**config.mk**
```make
export PLATFORM = sky130hd
export DESIGN_NAME = demod_ctrl
export DESIGN_NICKNAME = d
export VERILOG_FILES = /design/src/rtl/demod_pkg.sv /design/src/rtl/demod_tx_seq.sv /design/src/rtl/demod_ctrl.sv
export SDC_FILE = /design/constraint.sdc
export NUM_CORES = 1
export LEC_CHECK = 0
export CORE_ASPECT_RATIO = 2
export CORE_MARGIN = 2
export CORE_UTILIZATION = 35
export DETAILED_ROUTE_END_ITERATION = 8
export PLACE_DENSITY_LB_ADDON = 0.15
export SLEW_MARGIN = 20
export SYNTH_ARGS = -nofsm -noshare
export SYNTH_HDL_FRONTEND = slang
export SYNTH_SLANG_ARGS = --single-unit
```
**constraint.sdc**
```tcl
create_clock -name clk -period 2.31 [get_ports clk]
set_clock_uncertainty 0.2 [all_clocks]
set_input_delay 0.462 -clock clk [delete_from_list [all_inputs] [get_ports clk]]
set_output_delay 0.462 -clock clk [all_outputs]
set_load 0.05 [all_outputs]
```
**src/rtl/demod_pkg.sv**
```systemverilog
// Shared definitions for the demodulator controller: FSM encoding, sync byte, pipeline latency.
// PIPE_LAT is also consumed by the top-level latency budget, so change it here only.
package demod_pkg;

  typedef enum logic [1:0] {
    ST_IDLE    = 2'd0,
    ST_COLLECT = 2'd1,
    ST_FLUSH   = 2'd2,
    ST_DONE    = 2'd3
  } state_t;

  localparam logic [7:0] SYNC_BYTE = 8'hA5;
  localparam int         PIPE_LAT  = 7;

endpackage

```
**src/rtl/demod_tx_seq.sv**
```systemverilog
// Output byte sequencer: presents OUT_BYTES bytes per armed sample, one cycle after arm.
// A new arm while bytes are still pending drops them and flags an overrun event.
module demod_tx_seq #(
  parameter int OUT_BYTES = 2,
  parameter int SEL_W     = 1
) (
  input  logic             clk,
  input  logic             rst,
  input  logic             arm,
  input  logic             tx_ready,
  output logic             tx_valid,
  output logic [SEL_W-1:0] sel,
  output logic             overrun_evt
);

  logic last;

  assign last = (sel == SEL_W'(OUT_BYTES - 1));
  // Finishing the final byte in the same cycle as a new arm leaves nothing to drop.
  assign overrun_evt = arm && tx_valid && !(tx_ready && last);

  always_ff @(posedge clk or negedge rst) begin
    if (!rst) begin
      tx_valid <= 1'b0;
      sel      <= '0;
    end else if (arm) begin
      tx_valid <= 1'b1;
      sel      <= '0;
    end else if (tx_valid && tx_ready) begin
      if (last) begin
        tx_valid <= 1'b0;
        sel      <= '0;
      end else begin
        sel <= sel + 1'b1;
      end
    end
  end

endmodule

```
**src/rtl/demod_ctrl.sv**
```systemverilog
// Demodulator packet controller: merges UART bytes into IQ samples, steps the datapath,
// flushes the pipeline at packet end and sequences output bytes back to the UART.
module demod_ctrl #(
  parameter int         BYTES_PER_SAMPLE = 4,
  parameter int         PIPE_LAT         = demod_pkg::PIPE_LAT,
  parameter int         OUT_BYTES        = 2,
  parameter int         PKT_SAMPLES      = 1024,
  parameter logic [7:0] SYNC_BYTE        = demod_pkg::SYNC_BYTE
) (
  input  logic       clk,
  input  logic       rst,
  input  logic       rx_valid_i,
  input  logic [7:0] rx_data_i,
  input  logic       tx_ready_i,
  output logic       start_o,
  output logic       merge_finished_o,
  output logic [1:0] byte_sel_o,
  output logic       out_sel_o,
  output logic       tx_valid_o,
  output logic       busy_o,
  output logic       overrun_o
);

  import demod_pkg::*;

  localparam int SW    = (PKT_SAMPLES > 1) ? $clog2(PKT_SAMPLES) : 1;
  localparam int FW    = $clog2(PIPE_LAT + 1);
  localparam int SEL_W = (OUT_BYTES > 1) ? $clog2(OUT_BYTES) : 1;

  state_t           state;
  logic             live;
  logic [SW-1:0]    sample_cnt;
  logic [FW-1:0]    fill;
  logic [FW-1:0]    flush_cnt;
  logic [SEL_W-1:0] tx_sel;
  logic             arm;
  logic             ovr_evt;
  logic             rx_take;
  logic             emit_idle;

  assign rx_take   = live && rx_valid_i;
  assign arm       = merge_finished_o && (fill == FW'(PIPE_LAT));
  // A pulse in flight will arm emission next cycle, so it counts as busy.
  assign emit_idle = !tx_valid_o && !merge_finished_o;
  assign out_sel_o = tx_sel[0];

  demod_tx_seq #(
    .OUT_BYTES (OUT_BYTES),
    .SEL_W     (SEL_W)
  ) u_tx_seq (
    .clk         (clk),
    .rst         (rst),
    .arm         (arm),
    .tx_ready    (tx_ready_i),
    .tx_valid    (tx_valid_o),
    .sel         (tx_sel),
    .overrun_evt (ovr_evt)
  );

  always_ff @(posedge clk or negedge rst) begin
    if (!rst) begin
      state            <= ST_IDLE;
      live             <= 1'b0;
      start_o          <= 1'b0;
      merge_finished_o <= 1'b0;
      byte_sel_o       <= '0;
      busy_o           <= 1'b0;
      overrun_o        <= 1'b0;
      sample_cnt       <= '0;
      fill             <= '0;
      flush_cnt        <= '0;
    end else begin
      live             <= 1'b1;
      merge_finished_o <= 1'b0;
      if (merge_finished_o && (fill != FW'(PIPE_LAT)))
        fill <= fill + 1'b1;
      if (ovr_evt)
        overrun_o <= 1'b1;

      case (state)
        ST_IDLE: begin
          if (rx_take && (rx_data_i == SYNC_BYTE)) begin
            state      <= ST_COLLECT;
            start_o    <= 1'b1;
            busy_o     <= 1'b1;
            byte_sel_o <= '0;
            sample_cnt <= '0;
            fill       <= '0;
            flush_cnt  <= '0;
          end
        end
        ST_COLLECT: begin
          if (rx_take) begin
            if (byte_sel_o == 2'(BYTES_PER_SAMPLE - 1)) begin
              byte_sel_o       <= '0;
              merge_finished_o <= 1'b1;
              if (sample_cnt == SW'(PKT_SAMPLES - 1))
                state <= ST_FLUSH;
              else
                sample_cnt <= sample_cnt + 1'b1;
            end else begin
              byte_sel_o <= byte_sel_o + 2'd1;
            end
          end
        end
        ST_FLUSH: begin
          if (emit_idle) begin
            if (flush_cnt == FW'(PIPE_LAT)) begin
              state   <= ST_DONE;
              start_o <= 1'b0;
            end else begin
              merge_finished_o <= 1'b1;
              flush_cnt        <= flush_cnt + 1'b1;
            end
          end
        end
        ST_DONE: begin
          state     <= ST_IDLE;
          busy_o    <= 1'b0;
          overrun_o <= 1'b0;
        end
        default: state <= ST_IDLE;
      endcase
    end
  end

endmodule

```
==> results of run 1 <==
## stage by stage
stage / hold WS [ps] / util [%] / setup TNS, ps
global route: 359 / 45.9 / 0
CTS: 323 / 45.4 / 0
finish: 310 / 45.9 / 0
detailed placement: 295 / 44.0 / -1420
global placement: 294 / 44.0 / -1150
floorplan: -33.6 / - / 0
## cells in the mapped netlist, drive strengths merged (3+ instances only)
| cell type | number |
|---|---|
| nand4 | 4 |
| a21oi | 15 |
| dfrtp | 27 |
| ha | 11 |
| nand2 | 14 |
| o21ai | 11 |
| a41oi | 3 |
| nand3 | 13 |
| o31ai | 4 |
| nor2 | 9 |
| mux2 | 3 |
| nor3 | 5 |
| clkbuf | 6 |
| inv | 9 |
| a22o | 9 |
## registers in the layout, summed over array words and instances, names as in the netlist
| signal | flops |
|---|---|
| merge_finished_o | 1 |
| live | 1 |
| byte_sel_o | 2 |
| state | 2 |
| fill | 3 |
| sample_cnt | 10 |
| overrun_o | 1 |
| u_tx_seq.tx_valid | 1 |
| busy_o | 1 |
| start_o | 1 |
| u_tx_seq.sel | 1 |
| flush_cnt | 3 |
## repair_timing
item	in CTS	in global routing
pin swaps	0	2
setup endpoints to repair	2	4
gates resized for setup	3	5
## final cells by class
type / instances / share of cell area [%]
inverters: 9 / 1.62
clock buffers: 3 / 1.98
well taps: 55 / 3.30
multi-input cells: 131 / 45.1
repair buffers: 36 / 15.1
clock inverters: 1 / 0.359
flip-flops and latches: 27 / 32.5
## kinds of logic after synthesis
logic type / Yosys count / share of synthesized area, %
multiplexers: 5 / 3.31
XOR/XNOR: 2 / 1.08
other: 1 / 0.230
AND/OR/NAND/NOR: 59 / 19.4
flip-flops: 27 / 41.5
adder cells (fa/ha/maj): 11 / 8.45
AO/OA/AOI/OAI: 53 / 22.6
buffers and inverters: 15 / 3.46
## power by group
group | total, uW | internal, uW | switching (uW)
Clock | 281 | 123 | 158
Combinational | 1230 | 517 | 716
Sequential | 757 | 606 | 151
Total | 2270 | 1250 | 1030
## worst reg2reg max path, cell delays in order (launching register included)
cell,delay [ps]
sky130_fd_sc_hd__dfrtp_2,430
sky130_fd_sc_hd__ha_4,160
sky130_fd_sc_hd__nand3_2,90
sky130_fd_sc_hd__or3_4,420
sky130_fd_sc_hd__a311oi_4,320
sky130_fd_sc_hd__mux2_4,330
sky130_fd_sc_hd__a22o_1,170
## worst paths after layout
kind                                    start            end  slack, ps  cells after the start
max in group asynchronous                 rst  byte_sel_o[1]       1260                      2
worst min-delay path                overrun_o      overrun_o        310                      2
min in group asynchronous                 rst   u_tx_seq.sel        340                      2
worst max-delay path            byte_sel_o[0]  sample_cnt[5]         90                      6
worst min register to register      overrun_o      overrun_o        310                      2
worst max register to register  byte_sel_o[0]  sample_cnt[5]         90                      6
## cell usage in the layout, fill, tap and decap left out, types with 2 or more instances in the layout
| master | n |
|---|---|
| sky130_fd_sc_hd__dfrtp_1 | 24 |
| sky130_fd_sc_hd__buf_4 | 19 |
| sky130_fd_sc_hd__clkdlybuf4s50_1 | 16 |
| sky130_fd_sc_hd__a21oi_1 | 15 |
| sky130_fd_sc_hd__nand2_1 | 14 |
| sky130_fd_sc_hd__o21ai_0 | 11 |
| sky130_fd_sc_hd__nand3_1 | 10 |
| sky130_fd_sc_hd__inv_1 | 9 |
| sky130_fd_sc_hd__nor2_1 | 9 |
| sky130_fd_sc_hd__ha_1 | 9 |
| sky130_fd_sc_hd__a22o_1 | 8 |
| sky130_fd_sc_hd__nor3_1 | 5 |
| sky130_fd_sc_hd__nand4_1 | 4 |
| sky130_fd_sc_hd__o31ai_1 | 4 |
| sky130_fd_sc_hd__nand3_2 | 3 |
| sky130_fd_sc_hd__dfrtp_2 | 3 |
| sky130_fd_sc_hd__clkbuf_8 | 3 |
| sky130_fd_sc_hd__and4bb_2 | 2 |
| sky130_fd_sc_hd__and3_1 | 2 |
| sky130_fd_sc_hd__xor2_1 | 2 |
| sky130_fd_sc_hd__nor2b_1 | 2 |
| sky130_fd_sc_hd__mux2i_1 | 2 |
| sky130_fd_sc_hd__o22ai_1 | 2 |
| sky130_fd_sc_hd__or2_2 | 2 |
| sky130_fd_sc_hd__mux2_2 | 2 |
| sky130_fd_sc_hd__a41oi_1 | 2 |
## routing by layer
layer | vias up | GRT usage (%)
li1 | 711 | -
met1 | 729 | 15.4
met2 | 40 | 34.1
met3 | 14 | 1.34
met4 | 0 | 9.66
met5 | - | 0
==> flow_summary.rst, run 1 <==
.. list-table::
   :header-rows: 1

   * - Metric
     - Value
   * - Pin count of the biggest net entering global routing
     - 28
   * - Post-synthesis to final-layout area growth
     - 28.3%
   * - Endpoint arrival time on the critical path
     - 2200 ps
   * - Total chip power
     - between 2000 and 2500 uW
   * - FF+latch area
     - roughly 680 sq um
   * - Height of the chip
     - between 100 and 150 um
   * - Remaining max-slew budget at the tightest pin
     - 66.1%
   * - Proportion of synthesized chip area in sequential cells
     - between 40% and 50%
   * - Number of hold buffers added after CTS
     - 0
   * - Count of port buffers added during placement
     - 19
   * - Length of routed met2 wiring
     - 2410 um
   * - Worst vdd rail ir drop
     - roughly 0.00060 V
   * - Area of all placed cells without fillers
     - 0.00209 sq mm
   * - Global router's overall resource usage
     - 17.0%
   * - Max-cap violations
     - 0
   * - Detailed-route wire length on metal 1
     - between 1000 and 1500 um
   * - Starting utilization of the core area
     - between 30% and 40%
   * - Routability congestion estimate from global placement
     - 0.866
   * - Clock insertion delay at the later pin of the skew report
     - 280 ps
   * - Remaining number of nets flagged by the antenna check after routing
     - 0
   * - Min-Delay Path Class
     - register to register
   * - Root Driver
     - sky130_fd_sc_hd__clkbuf_8
   * - Max-slew violations
     - 0
   * - Proportion of netlist area held by the largest area contributor
     - between 40% and 50%
   * - Filler Cells Inserted
     - 448
   * - Count of H-tree levels built during CTS
     - 1
   * - Maximum count of clock buffers along a single path
     - 2
   * - Die ar.
     - 0.00525 sq mm
   * - Delay of the slowest cell on the worst path
     - roughly 430 ps
   * - Smallest setup slack after layout
     - just over 90 ps
   * - Routed Wire Length
     - roughly 4100 um
   * - Placed cell areas
     - around 0.002 sq mm
   * - CTS clk-pin slew, worst paths
     - approximately 100 ps
   * - Final cycle utilization of the critical path
     - 96.0%
   * - Post-synth EDFFs
     - 0
   * - Post-route DRC
     - 0
   * - HPWL after DPL
     - approximately 3200 um
   * - Synth Warn #
     - 0
   * - Netlist area before placement
     - roughly 0.0016 sq mm
   * - Clock buffers created by TritonCTS
     - 3
   * - Number of buffers inserted to repair setup after CTS
     - 0
   * - Site row count
     - 35
   * - First-pass iteration count of the detailed router
     - 4
   * - Ratio of cells with drive above 1 in the final layout
     - between 20% and 30%
   * - Max Used Layer
     - met4
   * - Transition time at the pin with the least slew margin
     - 505 ps
   * - Achievable clock frequency
     - approximately 0.45 GHz
   * - DR vias
     - 1,494
   * - Number of cells after detailed placement
     - between 200 and 300
   * - Syn Inst Count
     - ~170
   * - Die Wd
     - between 50 and 60 um
   * - Worst EP required
     - about 2300 ps
   * - Worst Setup Path Type
     - register to register
   * - Share of synthesized flip-flops with an asynchronous set or reset
     - 100%
   * - Count of inserted antenna diode cells
     - 0
   * - Final layout net count
     - 231
   * - Syn nets
     - between 150 and 200
   * - Power density of the placed cells
     - 1090 mW/mm^2
   * - Final critical path time including I/O delays and setup
     - roughly 2200 ps
   * - Multi-input logic area
     - 942 sq um
   * - Distinct cell type count of the synthesized netlist
     - 40
   * - Number of global-route vias before repair
     - 1,567
   * - Standard cell with the maximum stage delay on the critical path
     - sky130_fd_sc_hd__dfrtp_2
   * - Leakage power figure
     - ~0.00089 uW
   * - Clock sink count
     - 27
   * - Wire length of the first global-routing pass
     - ~6700 um
   * - TritonCTS clock tree
     - built
   * - Worst Setup Slack post-DPL
     - -376 ps
   * - FF+latch count, synth
     - 27
   * - Final-report setup violation count
     - 0
   * - Run status
     - complete, no violations
   * - Average instance area after synthesis
     - roughly 9.4 sq um
   * - Number of standard cells in the final layout excluding fillers
     - about 260
   * - Initial antenna violation count
     - 0
   * - WL/cell
     - between 15 and 20 um
   * - Critical path fanouts, max
     - 5
   * - Count of pins on the block boundary
     - 20
   * - Cell family with the largest share of critical-path delay
     - simple AND/OR/NAND/NOR gates
   * - RSZ-0062 raised after global routing
     - no
   * - Buf/Inv on CP
     - 0
   * - Vias per std cell
     - roughly 5.7
   * - Startpoint types
     - register
   * - Cell type with the largest total area after synthesis
     - sky130_fd_sc_hd__dfrtp_1
   * - Critical path endpoint category
     - register
   * - Number of hold violations in the final report
     - 0
   * - Most common flop cell mapped by yosys
     - sky130_fd_sc_hd__dfrtp_1
   * - Detailed Route Iter0 Violations
     - 36
   * - DR WL met3
     - 94 um
   * - Area of the core
     - approximately 0.0046 sq mm
   * - Top cells by area, synth
     - sky130_fd_sc_hd__dfrtp_1 (42%), sky130_fd_sc_hd__ha_1 (8.5%), sky130_fd_sc_hd__a21oi_1 (4.6%), sky130_fd_sc_hd__a22o_1 (4.3%), sky130_fd_sc_hd__nand3_1 (3.4%)
   * - Grt ovf
     - 0
   * - CP Cell Sequence
     - ha_4 > nand3_2 > or3_4 > a311oi_4 > mux2_4 > a22o_1
Power figures use the tool's default switching activity.
==> inputs of run 2 (changes only) <==
--- a/config.mk
+++ b/config.mk
@@ -7,8 +7,9 @@
 export LEC_CHECK = 0
 export CORE_ASPECT_RATIO = 2
 export CORE_MARGIN = 2
-export CORE_UTILIZATION = 35
+export CORE_UTILIZATION = 40
 export DETAILED_ROUTE_END_ITERATION = 8
+export GPL_TIMING_DRIVEN = 1
 export PLACE_DENSITY_LB_ADDON = 0.15
 export SLEW_MARGIN = 20
 export SYNTH_ARGS = -nofsm -noshare
==> run 2 against run 1 <==
Net effect: wire length rose by 4.8%; fmax fell by 0.57%; final area rose by 2.6%; flip-flop and latch count did not move; final cell count rose by 1.5%; hold slack improved by 44 ps; largest power group unchanged; highest routed layer unchanged.
==> flow_summary.rst, run 2 (same netlist as run 1, synthesis figures left out) <==
.. list-table::
   :header-rows: 1

   * - Metric
     - Value
   * - Largest Register
     - sample_cnt
   * - Routability congestion estimate from global placement
     - 0.927
   * - Count of pins on the block boundary
     - 20
   * - DR vias
     - around 1,500
   * - Final layout net count
     - 239
   * - Net load switching power
     - between 1000 and 1500 uW
   * - Max-cap violations
     - 0
   * - Vias per std cell
     - between 5 and 6
   * - Number of hold violations in the final report
     - 0
   * - Die Wd
     - 49.1 um
   * - Die ar.
     - about 0.0046 sq mm
   * - Height of the chip
     - 94.2 um
   * - Worst Setup Slack post-DPL
     - -444 ps
   * - Worst EP required
     - between 1500 and 2000 ps
   * - Run status
     - complete, no violations
   * - TritonCTS clock tree
     - built
   * - Wire length of the first global-routing pass
     - 7360 um
   * - Worst Setup Path Type
     - register to output port
   * - Area of all placed cells without fillers
     - 0.00214 sq mm
   * - Clk pwr share
     - 12.2%
   * - Transition time at the pin with the least slew margin
     - 528 ps
   * - Registers with the highest flip-flop counts
     - sample_cnt: 10 flops, fill: 3 flops, flush_cnt: 3 flops
   * - Number of global-route vias before repair
     - 1,615
   * - Worst vdd rail ir drop
     - roughly 0.00046 V
   * - Count of H-tree levels built during CTS
     - 1
   * - Starting utilization of the core area
     - 41.9%
   * - Sum of negative setup slack
     - 0 ps
   * - WL/cell
     - between 15 and 20 um
   * - Buf/Inv on CP
     - 1
   * - Combinational power share
     - 55.3%
   * - Internal portion of total power
     - 1260 uW
   * - Pin count of the biggest net entering global routing
     - 28
   * - Leading cell types in the layout, fill and taps excluded
     - sky130_fd_sc_hd__dfrtp_1 (25), sky130_fd_sc_hd__buf_4 (25), sky130_fd_sc_hd__clkdlybuf4s50_1 (16)
   * - CP Cell Sequence
     - clkdlybuf4s50_1
   * - Delay of the slowest cell on the worst path
     - between 800 and 900 ps
   * - Min-Delay Path Class
     - primary input to asynchronous set/reset pin
   * - Area of the core
     - 0.00388 sq mm
   * - Count of port buffers added during placement
     - 19
   * - Power density of the placed cells
     - roughly 1100 mW/mm^2
   * - Remaining number of nets flagged by the antenna check after routing
     - 0
   * - Root Driver
     - sky130_fd_sc_hd__clkbuf_8
   * - Final-report setup violation count
     - 0
   * - Ratio of cells with drive above 1 in the final layout
     - 22.3%
   * - Endpoint arrival time on the critical path
     - about 1600 ps
   * - First-pass iteration count of the detailed router
     - 4
   * - Number of flip-flops under the largest register name
     - 10
   * - Clock insertion delay at the later pin of the skew report
     - 280 ps
   * - Sequential Power Share
     - between 30% and 40%
   * - Switching share of power
     - 45.0%
   * - Final critical path time including I/O delays and setup
     - between 2000 and 2500 ps
   * - Global router's overall resource usage
     - between 20% and 30%
   * - FF+latch area
     - between 600 and 700 sq um
   * - Smallest setup slack after layout
     - between 70 and 80 ps
   * - Standard cell with the maximum stage delay on the critical path
     - sky130_fd_sc_hd__clkdlybuf4s50_1
   * - RSZ-0062 raised after global routing
     - yes
   * - Leakage power figure
     - slightly below 0.001 uW
   * - Max-slew violations
     - 0
   * - Cell family with the largest share of critical-path delay
     - buffers and inverters
   * - Remaining max-slew budget at the tightest pin
     - about 65%
   * - Critical path fanouts, max
     - 7
   * - Clock buffers created by TritonCTS
     - 3
   * - Routed Wire Length
     - about 4300 um
   * - Post-route DRC
     - 0
   * - HPWL after DPL
     - between 3000 and 4000 um
   * - Grt ovf
     - 0
   * - Tightest hold margin
     - about 350 ps
   * - Detailed Route Iter0 Violations
     - 44
   * - Final cycle utilization of the critical path
     - between 90% and 100%
   * - Filler Cells Inserted
     - between 300 and 400
   * - Achievable clock frequency
     - 0.448 GHz
   * - Count of inserted antenna diode cells
     - 0
   * - Startpoint types
     - register
   * - Placed cell areas
     - about 0.0020 sq mm
   * - Clock sink count
     - 27
   * - Post-synthesis to final-layout area growth
     - 31.7%
   * - Critical path endpoint category
     - output port
   * - Multi-input logic area
     - roughly 940 sq um
   * - Site row count
     - 32
   * - Initial antenna violation count
     - 0
   * - Maximum count of clock buffers along a single path
     - 2
   * - CTS clk-pin slew, worst paths
     - 100 ps
-- run 2: timing repair --
action | CTS | global route
hold buffers | 0 | 0
endpoints found under the setup margin | 4 | 4
pin swaps | 2 | 1
buffers inserted | 1 | 2
resized for setup | 4 | 4
-- run 2: metal layers --
| layer | share of wire, % | track usage, % |
|---|---|---|
| met1 | 36 | 19.5 |
| met2 | 59 | 40.3 |
| met3 | 3.1 | 3.34 |
| met4 | 2.7 | 9.52 |
| met5 | 0 | 0 |
-- run 2: final timing paths --
kind	from	endpoint	slack (ps)	cells after the start
max in group asynchronous	rst	byte_sel_o[1]	1260	2
setup reg to reg	byte_sel_o[1]	sample_cnt[5]	110	6
min in group clk	busy_o	busy_o	370	2
hold reg to reg	busy_o	busy_o	370	2
hold / removal	rst	start_o	350	2
setup / recovery	u_tx_seq.tx_valid	tx_valid_o	80	1
-- run 2: cell type report --
type / count / area share (%)
multi-input cells: 131 / 43.8
repair buffers: 44 / 17.8
clock inverters: 1 / 0.234
inverters: 9 / 1.58
well taps: 51 / 2.98
clock buffers: 3 / 1.93
flip-flops and latches: 27 / 31.6
-- run 2: power by group through the flow --
| stage | Clock (uW) | Combinational, uW | Sequential [uW] |
|---|---|---|---|
| floorplan | 0 | 649 | 889 |
| global placement | 0 | 1200 | 741 |
| detailed placement | 0 | 1250 | 751 |
| CTS | 287 | 1260 | 742 |
| global route | 306 | 1390 | 763 |
| finish | 278 | 1260 | 742 |
-- run 2: per-stage QoR --
stage	utilization, %	power [uW]	cells
5_1_grt	55.2	2460	266
3_3_place_gp	52.5	1940	259
2_1_floorplan	-	1540	173
4_1_cts	54.3	2290	264
6_report	55.2	2280	266
3_5_place_dp	52.5	2000	259
